--- src/rtl/trd_sched.sv ---
// ---------------------------------------------------------------------------
// trd_sched
// Cycle-level hardware-thread scheduler for the fetch stage. Each cycle it
// picks the thread that owns issue. Eligible threads are rotated round-robin
// with a configurable quantum. An atomic request holds issue on the current
// thread, and a cache miss blocks the missing thread for MISS_LAT cycles.
//
// Ports
//   clk        system clock, rising edge
//   rst        asynchronous, active-high reset
//   valid_trd  threads that exist
//   run_trd    threads that are not sleeping
//   stall      freezes the issue owner and the quantum counter
//   atomic     current thread asks to keep issue
//   miss       a cache miss occurred this cycle
//   miss_trd   thread that missed (meaningful while miss is high)
//   cur_trd    registered thread that owns issue this cycle
//   nxt_trd    combinational thread that gets issue next
//   trd_vld    combinational: cur_trd is eligible this cycle
//   idle       combinational: no thread is eligible
//   switch     combinational: cur_trd changes at the next edge
//   blk_trd    registered mask of miss-blocked threads
// ---------------------------------------------------------------------------
module trd_sched #(
    parameter int unsigned N_TRD    = 8,
    parameter int unsigned QUANTUM  = 1,
    parameter int unsigned MISS_LAT = 4
) (
    input  logic                     clk,
    input  logic                     rst,
    input  logic [N_TRD-1:0]         valid_trd,
    input  logic [N_TRD-1:0]         run_trd,
    input  logic                     stall,
    input  logic                     atomic,
    input  logic                     miss,
    input  logic [$clog2(N_TRD)-1:0] miss_trd,
    output logic [$clog2(N_TRD)-1:0] cur_trd,
    output logic [$clog2(N_TRD)-1:0] nxt_trd,
    output logic                     trd_vld,
    output logic                     idle,
    output logic                     switch,
    output logic [N_TRD-1:0]         blk_trd
);

    localparam int unsigned TW = $clog2(N_TRD);
    localparam int unsigned QW = (QUANTUM > 1) ? $clog2(QUANTUM) : 1;
    localparam int unsigned MW = $clog2(MISS_LAT + 1);

    localparam logic [QW-1:0] Q_LAST = QW'(QUANTUM - 1);
    localparam logic [MW-1:0] M_LOAD = MW'(MISS_LAT);

    // State
    logic [TW-1:0]    cur_trd_q, cur_trd_d;
    logic [QW-1:0]    q_cnt_q,   q_cnt_d;
    logic [N_TRD-1:0] blk_trd_q, blk_trd_d;
    logic [MW-1:0]    m_cnt_q [N_TRD];
    logic [MW-1:0]    m_cnt_d [N_TRD];

    // Combinational scheduling terms
    logic [N_TRD-1:0] mmask;
    logic [N_TRD-1:0] elig;
    logic [TW-1:0]    nxt_sel;
    logic             sw;

    // A thread missing this cycle is excluded before blk_trd catches up
    always_comb begin
        mmask = '0;
        if (miss) begin
            mmask = N_TRD'(1) << miss_trd;
        end
        elig = valid_trd & run_trd & ~blk_trd_q & ~mmask;
    end

    // Round-robin scan starting just after cur_trd and ending on cur_trd
    always_comb begin
        logic          found;
        logic [TW-1:0] idx;
        found   = 1'b0;
        idx     = '0;
        nxt_sel = cur_trd_q;
        for (int unsigned k = 1; k <= N_TRD; k++) begin
            idx = cur_trd_q + TW'(k);
            if (!found && elig[idx]) begin
                found   = 1'b1;
                nxt_sel = idx;
            end
        end
    end

    // Issue-owner and quantum update, in decreasing priority
    always_comb begin
        sw        = 1'b0;
        cur_trd_d = cur_trd_q;
        q_cnt_d   = q_cnt_q;
        if (stall) begin
            sw = 1'b0;
        end else if (!elig[cur_trd_q]) begin
            // covers a miss on cur_trd, which overrides atomic
            sw = (nxt_sel != cur_trd_q);
        end else if (atomic) begin
            sw = 1'b0;
        end else if (q_cnt_q == Q_LAST) begin
            if (nxt_sel != cur_trd_q) begin
                sw = 1'b1;
            end else begin
                q_cnt_d = '0;
            end
        end else begin
            q_cnt_d = q_cnt_q + QW'(1);
        end
        if (sw) begin
            cur_trd_d = nxt_sel;
            q_cnt_d   = '0;
        end
    end

    // Per-thread miss block; runs regardless of stall, kill wins over miss
    always_comb begin
        blk_trd_d = blk_trd_q;
        for (int unsigned i = 0; i < N_TRD; i++) begin
            m_cnt_d[i] = m_cnt_q[i];
            if (!valid_trd[i]) begin
                m_cnt_d[i]   = '0;
                blk_trd_d[i] = 1'b0;
            end else if (miss && (miss_trd == TW'(i))) begin
                m_cnt_d[i]   = M_LOAD;
                blk_trd_d[i] = 1'b1;
            end else if (m_cnt_q[i] != '0) begin
                m_cnt_d[i] = m_cnt_q[i] - MW'(1);
                if (m_cnt_q[i] == MW'(1)) begin
                    blk_trd_d[i] = 1'b0;
                end
            end
        end
    end

    // State registers
    always_ff @(posedge clk or posedge rst) begin
        if (rst) begin
            cur_trd_q <= '0;
            q_cnt_q   <= '0;
            blk_trd_q <= '0;
            for (int unsigned i = 0; i < N_TRD; i++) begin
                m_cnt_q[i] <= '0;
            end
        end else begin
            cur_trd_q <= cur_trd_d;
            q_cnt_q   <= q_cnt_d;
            blk_trd_q <= blk_trd_d;
            for (int unsigned i = 0; i < N_TRD; i++) begin
                m_cnt_q[i] <= m_cnt_d[i];
            end
        end
    end

    // Outputs
    assign cur_trd = cur_trd_q;
    assign blk_trd = blk_trd_q;
    assign nxt_trd = nxt_sel;
    assign trd_vld = elig[cur_trd_q];
    assign idle    = (elig == '0);
    assign switch  = sw;

endmodule

--- config.mk ---
export PLATFORM = sky130hd
export DESIGN_NAME = trd_sched
export DESIGN_NICKNAME = d
export VERILOG_FILES = /design/src/rtl/trd_sched.sv
export SDC_FILE = /design/constraint.sdc
export NUM_CORES = 1
export LEC_CHECK = 0
export CORE_MARGIN = 2
export CORE_UTILIZATION = 52
export CTS_CLUSTER_SIZE = 14
export DETAILED_ROUTE_END_ITERATION = 10
export PLACE_DENSITY = 0.78
export SLEW_MARGIN = 15
export SYNTH_ARGS = -nofsm -noshare
export SYNTH_HDL_FRONTEND = slang
export SYNTH_SLANG_ARGS = --single-unit
export TNS_END_PERCENT = 10
--- constraint.sdc ---
create_clock -name clk -period 8.2 [get_ports clk]
set_clock_uncertainty 0.15 [all_clocks]
set_input_delay 2.05 -clock clk [delete_from_list [all_inputs] [get_ports clk]]
set_output_delay 2.05 -clock clk [all_outputs]
set_load 0.01 [all_outputs]
After elaboration in Yosys (flattened, before gate mapping)
Cells that the tools add are included.
Storage, ports and cells
  memories kept: 0
  bits in writable memories: 0
  bits in latches: 0
  output and inout port bits: 17
  register bits after elaboration: 36
  input bits: 24
  bits in read-only memories: 0
Cells by class
  equal/unequal tests: 34
  mux-type cells: 98
  add/sub/neg operators: 16
  bitwise gates (word level): 5
  shift-type cells: 1
  multiply operators: 0
  magnitude comparators: 8
  divide/modulo/power cells: 0
  reductions and logical operators: 42
Operator list (number)
  two-way mux 3 bit: 32
  two-way mux 1 bit: 57
  inequality test 3 x 1 -> 1 bit (second input constant): 16
  less-than comparator 3 x 4 -> 1 bit (second input constant): 8
  == test 3 x 1 -> 1 bit (second input constant): 9
  bitwise AND 8 bit: 3
  binary-select mux 1 bit (select 3 bit): 8
  nonzero test 3 bit: 8
  subtractor 3 x 1 -> 3 bit (second input constant): 8
  inverter 8 bit: 2
  AND reduction 2 bit: 8
  logical AND 1 bit: 15
  adder 3 bit (second input constant): 4
  == test 3 bit (second input constant): 4
  zero test 8 bit: 1
  two-way mux 8 bit: 1
  left shift 1 x 3 -> 8 bit (first input constant): 1
  zero test 1 bit: 7
  adder 3 x 2 -> 3 bit (second input constant): 2
  == test 3 x 2 -> 1 bit (second input constant): 2
  inequality test 2 x 1 -> 1 bit (second input constant): 2
  adder 3 x 1 -> 3 bit (second input constant): 1
  zero test 3 bit: 1
  inequality test 3 bit: 1
  3 further kinds: 3

Logic depth before layout (Yosys ltp)
  word-level depth: 36
  depth in mapped cells: 12
  mapped depth without buffers: 9

Least setup slack after synthesis
Ideal clock, no wire load.
  path kind: in2out
  start point: input miss
  end point: output nxt_trd[0]
  arrival time: 4265 ps
  path buffers: 0
  slack: 1735 ps
  stages: 8
  path through: or4b_2 nand4b_2 mux2_2 mux4_2 and4bb_4 and2_4 a2111oi_2 xnor2_1
Between the ends
  longest elaborated chain between the ends: 27
  elaborated cells on any way between the ends: 48
RTL lines
  from (decl): line 35  | input logic miss,
  two-way mux 8 bit *: line 68  | if (miss) begin
  inverter 8 bit *: line 71  | elig = valid_trd & run_trd & ~blk_trd_q & ~mmask;
  bitwise AND 8 bit *: line 71
  binary-select mux 1 bit (select 3 bit): line 83  | if (!found && elig[idx]) begin
  two-way mux 1 bit (implied by the code): line 83
  two-way mux 1 bit: line 83
  zero test 1 bit: line 83
  logical AND 1 bit: line 83
  [11 not listed]
  logical AND 1 bit: line 83
  two-way mux 1 bit: line 83
  zero test 1 bit: line 83
  logical AND 1 bit: line 83
  two-way mux 1 bit: line 83
  zero test 1 bit: line 83
  logical AND 1 bit: line 83
  two-way mux 3 bit *: line 83
  to (decl): line 38  | output logic [$clog2(N_TRD)-1:0] nxt_trd,
Every way passes the cells marked *; elsewhere a longest branch is shown, timed or not. The select of a mux whose other input is x is not followed.

Worst setup path in the final report
  start point: input miss_trd[2]
  end point: output nxt_trd[0]
Between the ends
  longest elaborated chain between the ends: 28
  elaborated cells on any way between the ends: 49
RTL lines
  from (decl): line 36  | input logic [$clog2(N_TRD)-1:0] miss_trd,
  left shift 1 x 3 -> 8 bit *: line 69  | mmask = N_TRD'(1) << miss_trd;
  two-way mux 8 bit *: line 68
  inverter 8 bit *: line 71
  bitwise AND 8 bit *: line 71
  binary-select mux 1 bit (select 3 bit): line 83
  two-way mux 1 bit (implied by the code): line 83
  two-way mux 1 bit: line 83
  zero test 1 bit: line 83
  [12 not listed]
  logical AND 1 bit: line 83
  two-way mux 1 bit: line 83
  zero test 1 bit: line 83
  logical AND 1 bit: line 83
  two-way mux 1 bit: line 83
  zero test 1 bit: line 83
  logical AND 1 bit: line 83
  two-way mux 3 bit *: line 83
Marks and branches as above.

==> results.json <==
{
  "avgSynthCellArea_um2": 9.71,
  "n_antenna_cell": 0,
  "cap_violations": 0,
  "clockRootBuffer": "clkbuf_8",
  "synth_edf_count": 0,
  "areaGrowthSynthToFinish_pct": 17.7,
  "setup_tns_ns": 0,
  "core-area_mm2": 0.00582,
  "grt.total_usage_pct": 22.3,
  "synth_ff_type": "dfrtp_1",
  "cp_max_fo": 10,
  "drv_slew": 0,
  "drt-total-wl_mm": 6.62,
  "path_clk_slew_ns": 0.07,
  "timing.rr.start": "cur_trd[1]$_DFFE_PP0P_",
  "hold_viol": 0,
  "yosysMostFrequentCell": "nor2_1",
  "cellPowerDensity_mw_per_mm2": 381,
  "post-route-period-util_pct": 95.5,
  "r2r_slack_ns": 4.19,
  "synth_cell_types": 55,
  "power_mw": 1.38,
  "fin_nets": 409,
  "die_w_um": 80.9,
  "ys.warnings.count": 0,
  "max_freq_ghz": 0.128,
  "relSlewSlack_pct": 51.9,
  "p_seq_share_pct": 22.6,
  "grt_pass1_wl_mm": 11.3,
  "layout-drive-gt1-share_pct": 9.44,
  "syn-cell-area_mm2": 0.00308,
  "num_rows": 28,
  "drc": 0,
  "rsz0062_at_grt": "no",
  "placed_cell_area_mm2": 0.00354,
  "cts_buffers": 5,
  "gp_congestion": 0.940,
  "num_vias": 2524,
  "cts_buffer_depth": 2,
  "postRouteAntennaNets": 0,
  "post_cts_buffers": 0,
  "pwr-share-clk_pct": 8.8,
  "grt_overflow_total": 0,
  "crit_path_start_kind": "primary input",
  "synth.area.top_cells": "dfrtp_1 (28%), ha_1 (11%), mux4_1 (6.8%)",
  "routedWlPerCell_um": 15.2,
  "hold_start": "blk_trd[3]$_DFFE_PP0P_",
  "cts_sinks": 35,
  "port_buffers": 40,
  "path_class": "in -> out",
  "synthTopCellsByCount": "nor2_1 (36), dfrtp_1 (35), nand2_1 (32)",
  "finalSetupViolations": 0,
  "critical_path_arrival_ns": 5.63,
  "p_int_mw": 0.756,
  "syn_nets": 367,
  "sw_frac_of_total_pct": 45.2,
  "synth_cells": 317,
  "min_path_cells": 2,
  "initial_utilization_pct": 52.9,
  "h-tree-depth": 2,
  "postCtsResizedCells": 0,
  "async_flop_share_pct": 100,
  "seq_area_frac_synth_pct": 28.5,
  "pwr-share-comb_pct": 68.7,
  "io-pin-count": 41,
  "cp.required_ns": 6.00,
  "design_area_mm2": 0.00362,
  "worst_slew_pin_slew_ns": 0.722,
  "p_sw_mw": 0.623,
  "cts_tree": "built",
  "irDropWorstVdd_mv": 0.242,
  "cts-hold-fix-buffers": 0,
  "fillers": 514,
  "min_path_type": "reg -> reg",
  "antenna_found_initial": 0,
  "min_period_ns": 7.83,
  "die_area_mm2": 0.00655,
  "min_to": "blk_trd[3]$_DFFE_PP0P_",
  "die_h_um": 80.9,
  "grt_max_degree": 36,
  "dpl.cell_count": 427,
  "synth-seq-cells": 35,
  "drtIter0Drc": 139,
  "drtPass1Iterations": 4,
  "clk_latency_ns": 0.28,
  "outcome": "complete, no violations",
  "rr_worst_depth": 9,
  "reg2reg_to": "cur_trd[2]$_DFFE_PP0P_",
  "vias_per_cell": 5.80,
  "synth_area_leader_cell": "dfrtp_1",
  "p_leak_nw": 1.53,
  "synth_top_area_share_pct": 28.5,
  "grt_pass1_vias": 2417,
  "cp-end-kind": "primary output",
  "layoutNonFillerInstCount": 435,
  "hpwl_mm": 5.14
}
## cell families (layout without fill, tap and decap cells)
logic type               Yosys count  in the layout  synth area share [%]
multiplexers                      33             33                  17.0
adder cells (fa/ha/maj)           26             26                  10.6
buffers and inverters             31             74                  4.39
XOR/XNOR                          13             13                  3.70
AO/OA/AOI/OAI                     73             73                  16.7
AND/OR/NAND/NOR                  106            106                  19.3
flip-flops                        35             35                  28.5
## power by group through the flow
stage,sequential (mW),clock [mW],combinational (mW)
2_1_floorplan,0.276,0,0.729
5_1_grt,0.324,0.135,1.06
3_3_place_gp,0.311,0,0.920
4_1_cts,0.311,0.126,0.946
3_5_place_dp,0.315,0,0.942
6_report,0.311,0.121,0.947
## state kept, by name, summed over array words and instances (netlist names)
| name | count |
|---|---|
| blk_trd | 8 |
| cur_trd | 3 |
| m_cnt_q | 24 |
## stage by stage
| step | setup slack (ns) | util (%) | hold slack, ns |
|---|---|---|---|
| floorplan | 1.74 | - | 0.387 |
| global placement | 0.468 | 60.9 | 0.400 |
| detailed placement | 0.375 | 60.9 | 0.394 |
| CTS | 0.389 | 62.3 | 0.402 |
| global route | 0.119 | 62.3 | 0.439 |
| finish | 0.366 | 62.3 | 0.394 |
## placed cells by master (no fill, tap or decap), drive strengths merged, types with 3 or more instances in the layout
| master | instances |
|---|---|
| clkdlybuf4s50 | 40 |
| nor2 | 36 |
| dfrtp | 35 |
| nand2 | 32 |
| ha | 26 |
| o21ai | 21 |
| inv | 21 |
| a21boi | 16 |
| mux2i | 15 |
| xnor2 | 12 |
| mux4 | 12 |
| a211oi | 11 |
| nand4b | 11 |
| nand2b | 8 |
| clkbuf | 7 |
| a21oi | 6 |
| mux2 | 6 |
| clkinv | 4 |
| nand3 | 3 |
| o211a | 3 |
## worst max path at each step
| stage | start | depth (start not counted) | endpoint |
|---|---|---|---|
| finish | miss_trd[2] | 10 | nxt_trd[0] |
| global route | miss | 10 | nxt_trd[0] |
| CTS | miss | 10 | nxt_trd[0] |
| detailed placement | miss | 10 | nxt_trd[0] |
| global placement | miss_trd[2] | 10 | nxt_trd[0] |
| floorplan | miss | 8 | nxt_trd[0] |
## cell type report
type / count / area [um2] / share of cell area (%)
flip-flops and latches: 35 / 876 / 24.2
clock buffers: 7 / 76.3 / 2.11
multi-input cells: 251 / 2070 / 57.0
repair buffers: 42 / 415 / 11.5
well taps: 75 / 93.8 / 2.59
clock inverters: 1 / 5.00 / 0.138
inverters: 24 / 90.1 / 2.49
## routing by layer
layer | wire length (um) | share of wire (%) | track usage (%) | vias up
met5 | 0 | 0 | 0 | -
met4 | 173 | 2.6 | 8.81 | 0
met3 | 248 | 3.7 | 3.78 | 12
met2 | 3310 | 50 | 37.9 | 59
met1 | 2880 | 44 | 28.4 | 1215
li1 | - | - | - | 1238
## worst max-delay path, cell delays in order
cell             delay, ns
clkdlybuf4s50_1       0.60
nand4b_1              0.22
nand4b_2              0.28
mux2_2                0.38
mux4_2                0.53
and4bb_4              0.26
and2_4                0.15
a2111oi_2             0.44
xnor2_1               0.17
clkdlybuf4s50_1       0.56
Note: power is estimated with default switching activity, not from simulation.
